===== src/rtl/stopwatch_cu_multi.sv =====
// stopwatch_cu_multi
// Control unit for CH independent stopwatch channels, driven by one-cycle
// debounced button pulses and UART command bytes qualified by pc_valid.
//
// Ports:
//   clk       system clock
//   rst_n     asynchronous active-low reset
//   btn_L     clear/lap button pulse
//   btn_R     run/stop button pulse
//   pc_data   UART RX byte
//   pc_valid  one-cycle strobe qualifying pc_data
//   sel       currently selected channel (commands apply only to it)
//   run_stop  per-channel run enable
//   hold      per-channel display freeze (lap)
//   clear     per-channel one-cycle clear pulse
//
// Optional feature macro: STOPWATCH_CU_LAP_EN
//   defined   : RUN + cmd_l enters LAP (run_stop=1, hold=1)
//   undefined : no LAP state, cmd_l ignored in RUN, hold tied to 0
//
// Per-channel FSM:
//   state    | meaning
//   ST_STOP  | stopped, cmd_r -> RUN, cmd_l -> CLEAR
//   ST_RUN   | counting, cmd_r -> STOP, cmd_l -> LAP (if enabled)
//   ST_LAP   | counting with display frozen, cmd_l -> RUN, cmd_r -> STOP
//   ST_CLEAR | one-cycle clear pulse, always returns to STOP
module stopwatch_cu_multi #(
  parameter int         CH       = 2,
  parameter int         SELW     = (CH > 1) ? $clog2(CH) : 1,
  parameter logic [7:0] CMD_RUN  = 8'h52,
  parameter logic [7:0] CMD_CLR  = 8'h4C,
  parameter logic [7:0] CMD_SEL0 = 8'h30
) (
  input  logic            clk,
  input  logic            rst_n,
  input  logic            btn_L,
  input  logic            btn_R,
  input  logic [7:0]      pc_data,
  input  logic            pc_valid,
  output logic [SELW-1:0] sel,
  output logic [CH-1:0]   run_stop,
  output logic [CH-1:0]   hold,
  output logic [CH-1:0]   clear
);

  typedef enum logic [1:0] {
    ST_STOP  = 2'd0,
    ST_RUN   = 2'd1,
    ST_LAP   = 2'd2,
    ST_CLEAR = 2'd3
  } state_t;

  localparam logic [7:0] CH8 = 8'(CH);

  state_t state_q [CH];
  state_t state_d [CH];

  logic       cmd_r;
  logic       cmd_l;
  logic       sel_hit;
  logic [7:0] sel_off;

  // Button and UART requests for the same command merge into one event;
  // run/stop takes priority when both commands land in the same cycle.
  always_comb begin
    cmd_r   = btn_R | (pc_valid & (pc_data == CMD_RUN));
    cmd_l   = (btn_L | (pc_valid & (pc_data == CMD_CLR))) & ~cmd_r;
    sel_off = pc_data - CMD_SEL0;
    sel_hit = pc_valid & (pc_data >= CMD_SEL0) & (sel_off < CH8);
  end

  generate
    if (CH > 1) begin : g_sel
      always_ff @(posedge clk or negedge rst_n) begin
        if (!rst_n) begin
          sel <= '0;
        end else if (sel_hit) begin
          sel <= sel_off[SELW-1:0];
        end
      end
    end else begin : g_sel_tie
      assign sel = '0;
    end
  endgenerate

  // Next-state: CLEAR and illegal recovery happen on every channel; command
  // transitions only on the channel selected before this edge.
  always_comb begin
    for (int k = 0; k < CH; k++) begin
      state_d[k] = state_q[k];
      case (state_q[k])
        ST_STOP: begin
          if ((SELW'(k) == sel) && cmd_r)      state_d[k] = ST_RUN;
          else if ((SELW'(k) == sel) && cmd_l) state_d[k] = ST_CLEAR;
        end
        ST_RUN: begin
          if ((SELW'(k) == sel) && cmd_r)      state_d[k] = ST_STOP;
`ifdef STOPWATCH_CU_LAP_EN
          else if ((SELW'(k) == sel) && cmd_l) state_d[k] = ST_LAP;
`endif
        end
`ifdef STOPWATCH_CU_LAP_EN
        ST_LAP: begin
          if ((SELW'(k) == sel) && cmd_r)      state_d[k] = ST_STOP;
          else if ((SELW'(k) == sel) && cmd_l) state_d[k] = ST_RUN;
        end
`endif
        ST_CLEAR: state_d[k] = ST_STOP;
        default:  state_d[k] = ST_STOP;
      endcase
    end
  end

  // Outputs are registered from the next state so they change in the same
  // cycle as the state register and never glitch.
  always_ff @(posedge clk or negedge rst_n) begin
    if (!rst_n) begin
      for (int k = 0; k < CH; k++) state_q[k] <= ST_STOP;
      run_stop <= '0;
      clear    <= '0;
`ifdef STOPWATCH_CU_LAP_EN
      hold     <= '0;
`endif
    end else begin
      for (int k = 0; k < CH; k++) begin
        state_q[k]  <= state_d[k];
        run_stop[k] <= (state_d[k] == ST_RUN) || (state_d[k] == ST_LAP);
        clear[k]    <= (state_d[k] == ST_CLEAR);
`ifdef STOPWATCH_CU_LAP_EN
        hold[k]     <= (state_d[k] == ST_LAP);
`endif
      end
    end
  end

`ifndef STOPWATCH_CU_LAP_EN
  assign hold = '0;
`endif

endmodule


===== config.mk =====
export PLATFORM = sky130hd
export DESIGN_NAME = stopwatch_cu_multi
export DESIGN_NICKNAME = d
export VERILOG_FILES = /design/src/rtl/stopwatch_cu_multi.sv
export SDC_FILE = /design/constraint.sdc
export NUM_CORES = 1
export LEC_CHECK = 0
export BUFFER_PORTS_ARGS = -buffer_cell sky130_fd_sc_hd__buf_2
export CAP_MARGIN = 10
export CORE_AREA = 5 5 42 44
export CTS_BUF_LIST = sky130_fd_sc_hd__clkbuf_8
export CTS_CLUSTER_SIZE = 14
export DETAILED_ROUTE_END_ITERATION = 16
export DIE_AREA = 0 0 47 49
export GPL_TIMING_DRIVEN = 0
export PLACE_DENSITY = 0.68
export REMOVE_ABC_BUFFERS = 1
export SETUP_SLACK_MARGIN = 0.5
export SLEW_MARGIN = 25
export SYNTH_ARGS = -nofsm -noshare
export SYNTH_HDL_FRONTEND = slang
export SYNTH_SLANG_ARGS = --single-unit

===== constraint.sdc =====
create_clock -name clk -period 1.8 [get_ports clk]
set_clock_uncertainty 0.05 [all_clocks]
set_input_delay 0.36 -clock clk [delete_from_list [all_inputs] [get_ports clk]]
set_output_delay 0.36 -clock clk [all_outputs]
set_load 0.005 [all_outputs]

==> out/qor.yml, run 1 <==
yosys:
  ys_warn_count: 0
  synth_top_flop_cell: "dfrtp_1"
  seq_area_frac_synth_pct: 49.9
  ys_types: 22
  synthCells: 36
  async_flop_share_pct: 100
  ys_seq_elements: 9
  syn_area_um2: 452
  synth_edf_count: 0
  avgSynthCellArea_um2: 12.5
routing:
  vias_per_cell: 4.81
  drc: 0
  ant_nets: 0
  wirelength_um: 945
  detail_route.first_pass.iterations: 2
  dr.first_iter.drc_count: 6
  wl_per_cell_um: 12.1
  vias: 375
critical_path:
  cpPeakStageDelay_ns: 0.27
  crit_path_max_fanout: 5
  worstPathRequired_ns: 1.86
  critical_path_buf_inv_count: 3
  r2r-start: "state_q[2]"
  crit_type: "in2reg"
  start_kind: "primary input"
  reg2reg_depth: 4
  cpMaxStageDelayCell: "ha_1"
  crit_chain: "buf_6 > nor3b_4 > buf_4 > a31oi_4 > o21ai_2 > buf_4 > nor4_4 > ha_1"
  cp.depth: 8
  r2r_slack_ns: 0.44
  critPathTopFamily: "buffers and inverters"
  endpoint_kind: "register"
  worstPathArrival_ns: 1.63
  rr_endpoint: "run_stop[0]"
  crit_path_frequent_cell: "buf_4"
final_layout:
  final_common_cell: "buf_2"
  layout_common_cells: "16 x buf_2, 8 x dfrtp_1, 5 x buf_4"
  stdcell_area_um2: 694
  area_growth_pct: 53.7
  nets: 78
  final_layout_size_suffix_gt1_share_pct: 59.7
  num_antenna_cells: 0
grt:
  grt_pass1_wl_um: 1570
  antenna_found_initial: 0
  grt_max_degree: 10
  grt_usage_pct: 9.74
  first_global_vias: 363
  grt_overflow: 0
sta:
  rsz0062_at_grt: "true"
  maxSlewViolCount: 0
  hold_viol: 0
  period_needed_ns: 1.57
  setup_viol: 0
  finalCritPeriodShare_pct: 87.0
  hold_slack_ns: 0.363
  fmax_mhz: 639
  finalSetupTns_ns: 0
  setup_ws_ns: 0.234
cts:
  cts_buffers: 3
  cts_root_buf: "clkbuf_8"
  clock-sinks: 9
  path_clk_slew_ns: 0.04
  cts_tree: "built"
  htreeDepth: 1
  clock_tree.buffer_depth: 2
  clock_latency_ns: 0.23
die:
  coreArea_mm2: 0.00140
  die_area_mm2: 0.00230
  floorplan.rows: 14
  io_pins: 20
  die_w_um: 47
  die_h_um: 49
  start_util_pct: 32.2
min_path:
  worst_hold_path_type: "in2reg"
  worstHoldPathCells: 2
  min_from: "pc_data[0]"
  min_to: "sel"
job:
  max-cap-violations: 0
status:
  status: "finished, final reports clean"
placement:
  place_congestion: 0.700
  dpl_cell_area_um2: 546
  portBuffers: 17
  pre_cts_slack_ns: -0.0618
  hpwl_um: 672
power_and_ir_drop:
  p_leak_nw: 0.334
  vdd_drop_max_v: 0.000700
  powerDensity_mw_per_mm2: 885
==> how the worst max path moves through the flow <==
stage | end | start | slack [ns]
finish | run_stop[0] | pc_data[6] | 0.23
global route | run_stop[0] | pc_data[5] | 0.18
CTS | run_stop[1] | pc_data[6] | 0.22
detailed placement | run_stop[1] | pc_data[1] | -0.06
global placement | run_stop[1] | pc_data[1] | -0.06
floorplan | run_stop[1] | pc_data[1] | 0.20
==> flip-flops by register name (all words and copies together), names as in the netlist <==
| name | cells |
|---|---|
| state_q | 4 |
| clear | 2 |
| run_stop | 2 |
| sel | 1 |
==> area by class of cell <==
class | instances | area, µm²
Clock inverter | 1 | 3.75
Multi-Input combinational cell | 24 | 256
Fill cell | 142 | 707
Sequential cell | 9 | 226
Tap cell | 16 | 20.0
Clock buffer | 3 | 41.3
Inverter | 2 | 7.51
Timing Repair Buffer | 23 | 139
==> repair_timing <==
action | in CTS | in global routing
endpoints found under the hold margin | 9 | 0
buffers inserted | 4 | 1
pin swaps | 5 | 3
gates resized for setup | 7 | 3
hold buffers | 1 | 0
setup endpoints to repair | 5 | 8
==> logic make-up (layout without fill, tap and decap cells) <==
logic type / Yosys count / count (layout) / synth area share [%]
flops: 9 / 9 / 49.9
other cells: 1 / 2 / 0.830
buf+inv: 4 / 29 / 4.99
fa+ha+maj: 2 / 2 / 5.54
mux: 1 / 1 / 2.49
simple gates: 13 / 13 / 23.3
compound gates: 6 / 6 / 13.0
==> worst reg2reg max path, stage by stage (launching register included) <==
cell and delay (ns):
dfrtp_1 0.42, inv_1 0.09, o31ai_1 0.29, a221oi_2 0.08, ha_1 0.30
==> synth_stat cells, types with 2 or more instances <==
library cell	number	area share [%]
buf_4	2	3.3
nor3_1	2	2.2
ha_1	2	5.5
nor3b_2	2	5.5
nand2_1	2	1.7
dfrtp_1	9	50
inv_1	2	1.7
==> per-stage QoR <==
step / utilization (%) / instances / power [mW]
finish: 49.6 / 78 / 0.614
global route: 49.6 / 78 / 0.660
detailed placement: 38.9 / 68 / 0.363
CTS: 48.3 / 77 / 0.613
global placement: 38.9 / 68 / 0.358
floorplan: - / 35 / 0.311
==> per-layer routing <==
layer	track usage, %	routed length, µm	vias to the layer above
met5	0	0	-
met4	4.15	11	0
met3	6.64	80	2
met2	13.6	522	13
met1	11.3	330	177
li1	-	-	183
==> power by group <==
group / total, mW / switching (mW) / internal [mW]
Clock: 0.220 / 0.0725 / 0.148
Combinational: 0.126 / 0.0578 / 0.0680
Sequential: 0.268 / 0.0315 / 0.237
Total: 0.614 / 0.162 / 0.453
No activity file was read; power rests on OpenSTA's default activity.
==> inputs of run 2 (changes only) <==
--- a/config.mk
+++ b/config.mk
@@ -9,11 +9,10 @@
 export CAP_MARGIN = 10
 export CORE_AREA = 5 5 42 44
 export CTS_BUF_LIST = sky130_fd_sc_hd__clkbuf_8
-export CTS_CLUSTER_SIZE = 14
 export DETAILED_ROUTE_END_ITERATION = 16
 export DIE_AREA = 0 0 47 49
 export GPL_TIMING_DRIVEN = 0
-export PLACE_DENSITY = 0.68
+export PLACE_DENSITY = 0.58
 export REMOVE_ABC_BUFFERS = 1
 export SETUP_SLACK_MARGIN = 0.5
 export SLEW_MARGIN = 25
==> run 2 against run 1 <==
Compared with the run above: sequential power shrank 1%; clock power grew 2%; worst setup slack better by 0.0088 ns.
==> out/qor.yml, run 2 (same netlist as run 1, synthesis figures left out) <==
status:
  status: "finished, final reports clean"
critical_path:
  rr_endpoint: "run_stop[1]"
  crit_path_max_fanout: 4  # -1
  crit_type: "in2reg"
  crit_path_frequent_cell: "buf_6"
  cpMaxStageDelayCell: "ha_1"
  endpoint_kind: "register"
  r2r_slack_ns: 0.41  # -0.03 ns
  reg2reg_depth: 4  # unchanged
  crit_chain: "buf_6 > nor3b_4 > buf_4 > a31oi_4 > buf_6 > o21bai_4 > a211oi_2 > ha_1"
  worstPathArrival_ns: 1.62  # about the same
  critical_path_buf_inv_count: 3  # unchanged
  critPathTopFamily: "compound AO/OA/AOI/OAI gates"
  r2r-start: "sel"
  worstPathRequired_ns: 1.86  # about the same
  cp-startpoint: "pc_data[6]"
  start_kind: "primary input"
  cpPeakStageDelay_ns: 0.26  # about the same
power_and_ir_drop:
  vdd_drop_max_v: 0.000553  # -21%
  powerDensity_mw_per_mm2: 862  # -2.5%
  total_power_mw: 0.619  # +0.79%
  p_leak_nw: 0.348  # +4.2%
placement:
  portBuffers: 17  # unchanged
  hpwl_um: 712  # +6.0%
  dp_cells: 68  # unchanged
  place_congestion: 0.709  # +1.3%
job:
  max-cap-violations: 0  # unchanged
routing:
  detail_route.first_pass.iterations: 4  # +2
  drc: 0  # unchanged
  vias: 379  # +1.1%
  ant_nets: 0  # unchanged
  dr.first_iter.drc_count: 2  # -4
  vias_per_cell: 4.86  # +1.1%
  wirelength_um: 1030  # +8.9%
  wl_per_cell_um: 13.2  # +8.9%
final_layout:
  multi_input_area_um2: 259  # +0.98%
  final_layout_size_suffix_gt1_share_pct: 59.7  # unchanged
  nFillCells: 121  # -15%
  top_regs: "state_q: 4 flops, clear: 2 flops, run_stop: 2 flops"
  nets: 78  # unchanged
  layout_common_cells: "13 x buf_2, 9 x dfrtp_1, 5 x buf_6"
  layout.cells.non_filler: 78  # unchanged
  num_antenna_cells: 0  # unchanged
  regMostFlops: "state_q"
  largest_reg_flops: 4  # unchanged
  area_growth_pct: 59.0
  seqCellArea_um2: 225  # -0.55%
  final_common_cell: "buf_2"
cts:
  clock_tree.buffer_depth: 2  # unchanged
  path_clk_slew_ns: 0.04  # about the same
  clock-sinks: 9  # unchanged
  cts_root_buf: "clkbuf_8"
  htreeDepth: 1  # unchanged
  clock_latency_ns: 0.23  # about the same
  cts_buffers: 3  # unchanged
  cts_tree: "built"
sta:
  fmax_mhz: 642  # +0.57%
  hold_viol: 0  # unchanged
  finalCritPeriodShare_pct: 86.5  # -0.49 points
  rsz0062_at_grt: "true"
  hold_slack_ns: 0.323  # -0.0404 ns
  maxSlewViolCount: 0  # unchanged
  period_needed_ns: 1.56  # -0.00884 ns
  setup_viol: 0  # unchanged
die:
  die_w_um: 47  # unchanged
  floorplan.rows: 14  # unchanged
  die_area_mm2: 0.00230  # unchanged
  die_h_um: 49  # unchanged
  coreArea_mm2: 0.00140  # unchanged
  start_util_pct: 32.2  # unchanged
  io_pins: 20  # unchanged
min_path:
  worst_hold_path_type: "in2reg"
  min_to: "sel"
  worstHoldPathCells: 2  # unchanged
  min_from: "pc_data[0]"
grt:
  grt_overflow: 0  # unchanged
  first_global_vias: 369  # +1.7%
  antenna_found_initial: 0  # unchanged
  grt_pass1_wl_um: 1590  # +0.89%
  grt_usage_pct: 9.60  # -0.14 points
  grt_max_degree: 10  # unchanged
run 2: cell counts in the layout (fill, tap and decap cells not counted):
Identical to the previous run, type by type.
run 2: what timing repair did:
item / 4_1_cts / 5_1_grt
hold endpoints to repair: 9 / 0
setup endpoints to repair: 7 / 8
buffers inserted: 5 / 0
hold buffers: 1 / 0
gates cloned: 0 / 0
gates resized for setup: 11 / 3
pin swaps: 8 / 6
run 2: layer usage:
layer	vias to the layer above	share of wire, %	wire length, µm	GRT usage, %
li1	181	-	-	-
met1	187	39	397	10.9
met2	11	54	551	14.9
met3	0	7.8	80	6.64
met4	0	0	0	1.38
met5	-	0	0	0
run 2: worst max-delay path by stage:
stage                        to  cells past startpoint
floorplan           run_stop[1]                      5
global placement    run_stop[1]                      6
detailed placement  run_stop[1]                      6
CTS                 run_stop[1]                      6
global route        run_stop[1]                      8
finish              run_stop[1]                      8
run 2: report_power, final:
part           internal (mW)  total (mW)  switching, mW  leakage, nW
clock network          0.148       0.224         0.0757       0.0269
logic                 0.0707       0.131         0.0608        0.204
registers              0.236       0.264         0.0278        0.117
total                  0.455       0.619          0.164        0.348
run 2: layout make-up:
cell class,instances,area share [%]
clock buffer,3,5.75
sequential,9,31.4
tap,16,2.79
inverter,2,1.05
multi-input combinational,24,36.1
timing repair buffer,23,22.5
clock inverter,1,0.523
run 2: worst reg2reg max path: stages (launching register included):
cell and delay (ns):
dfrtp_1 0.48, nand2_1 0.16, o21bai_4 0.07, a211oi_2 0.24, ha_1 0.26
run 2: through the flow:
step | cell area (µm²) | setup slack, ns | util, % | setup TNS (ns)
2_1_floorplan | 440 | 0.200 | - | 0
3_3_place_gp | 546 | -0.0896 | 38.9 | -0.126
3_5_place_dp | 546 | -0.0865 | 38.9 | -0.145
4_1_cts | 703 | 0.225 | 50.2 | 0
5_1_grt | 718 | 0.197 | 51.2 | 0
6_report | 718 | 0.243 | 51.2 | 0
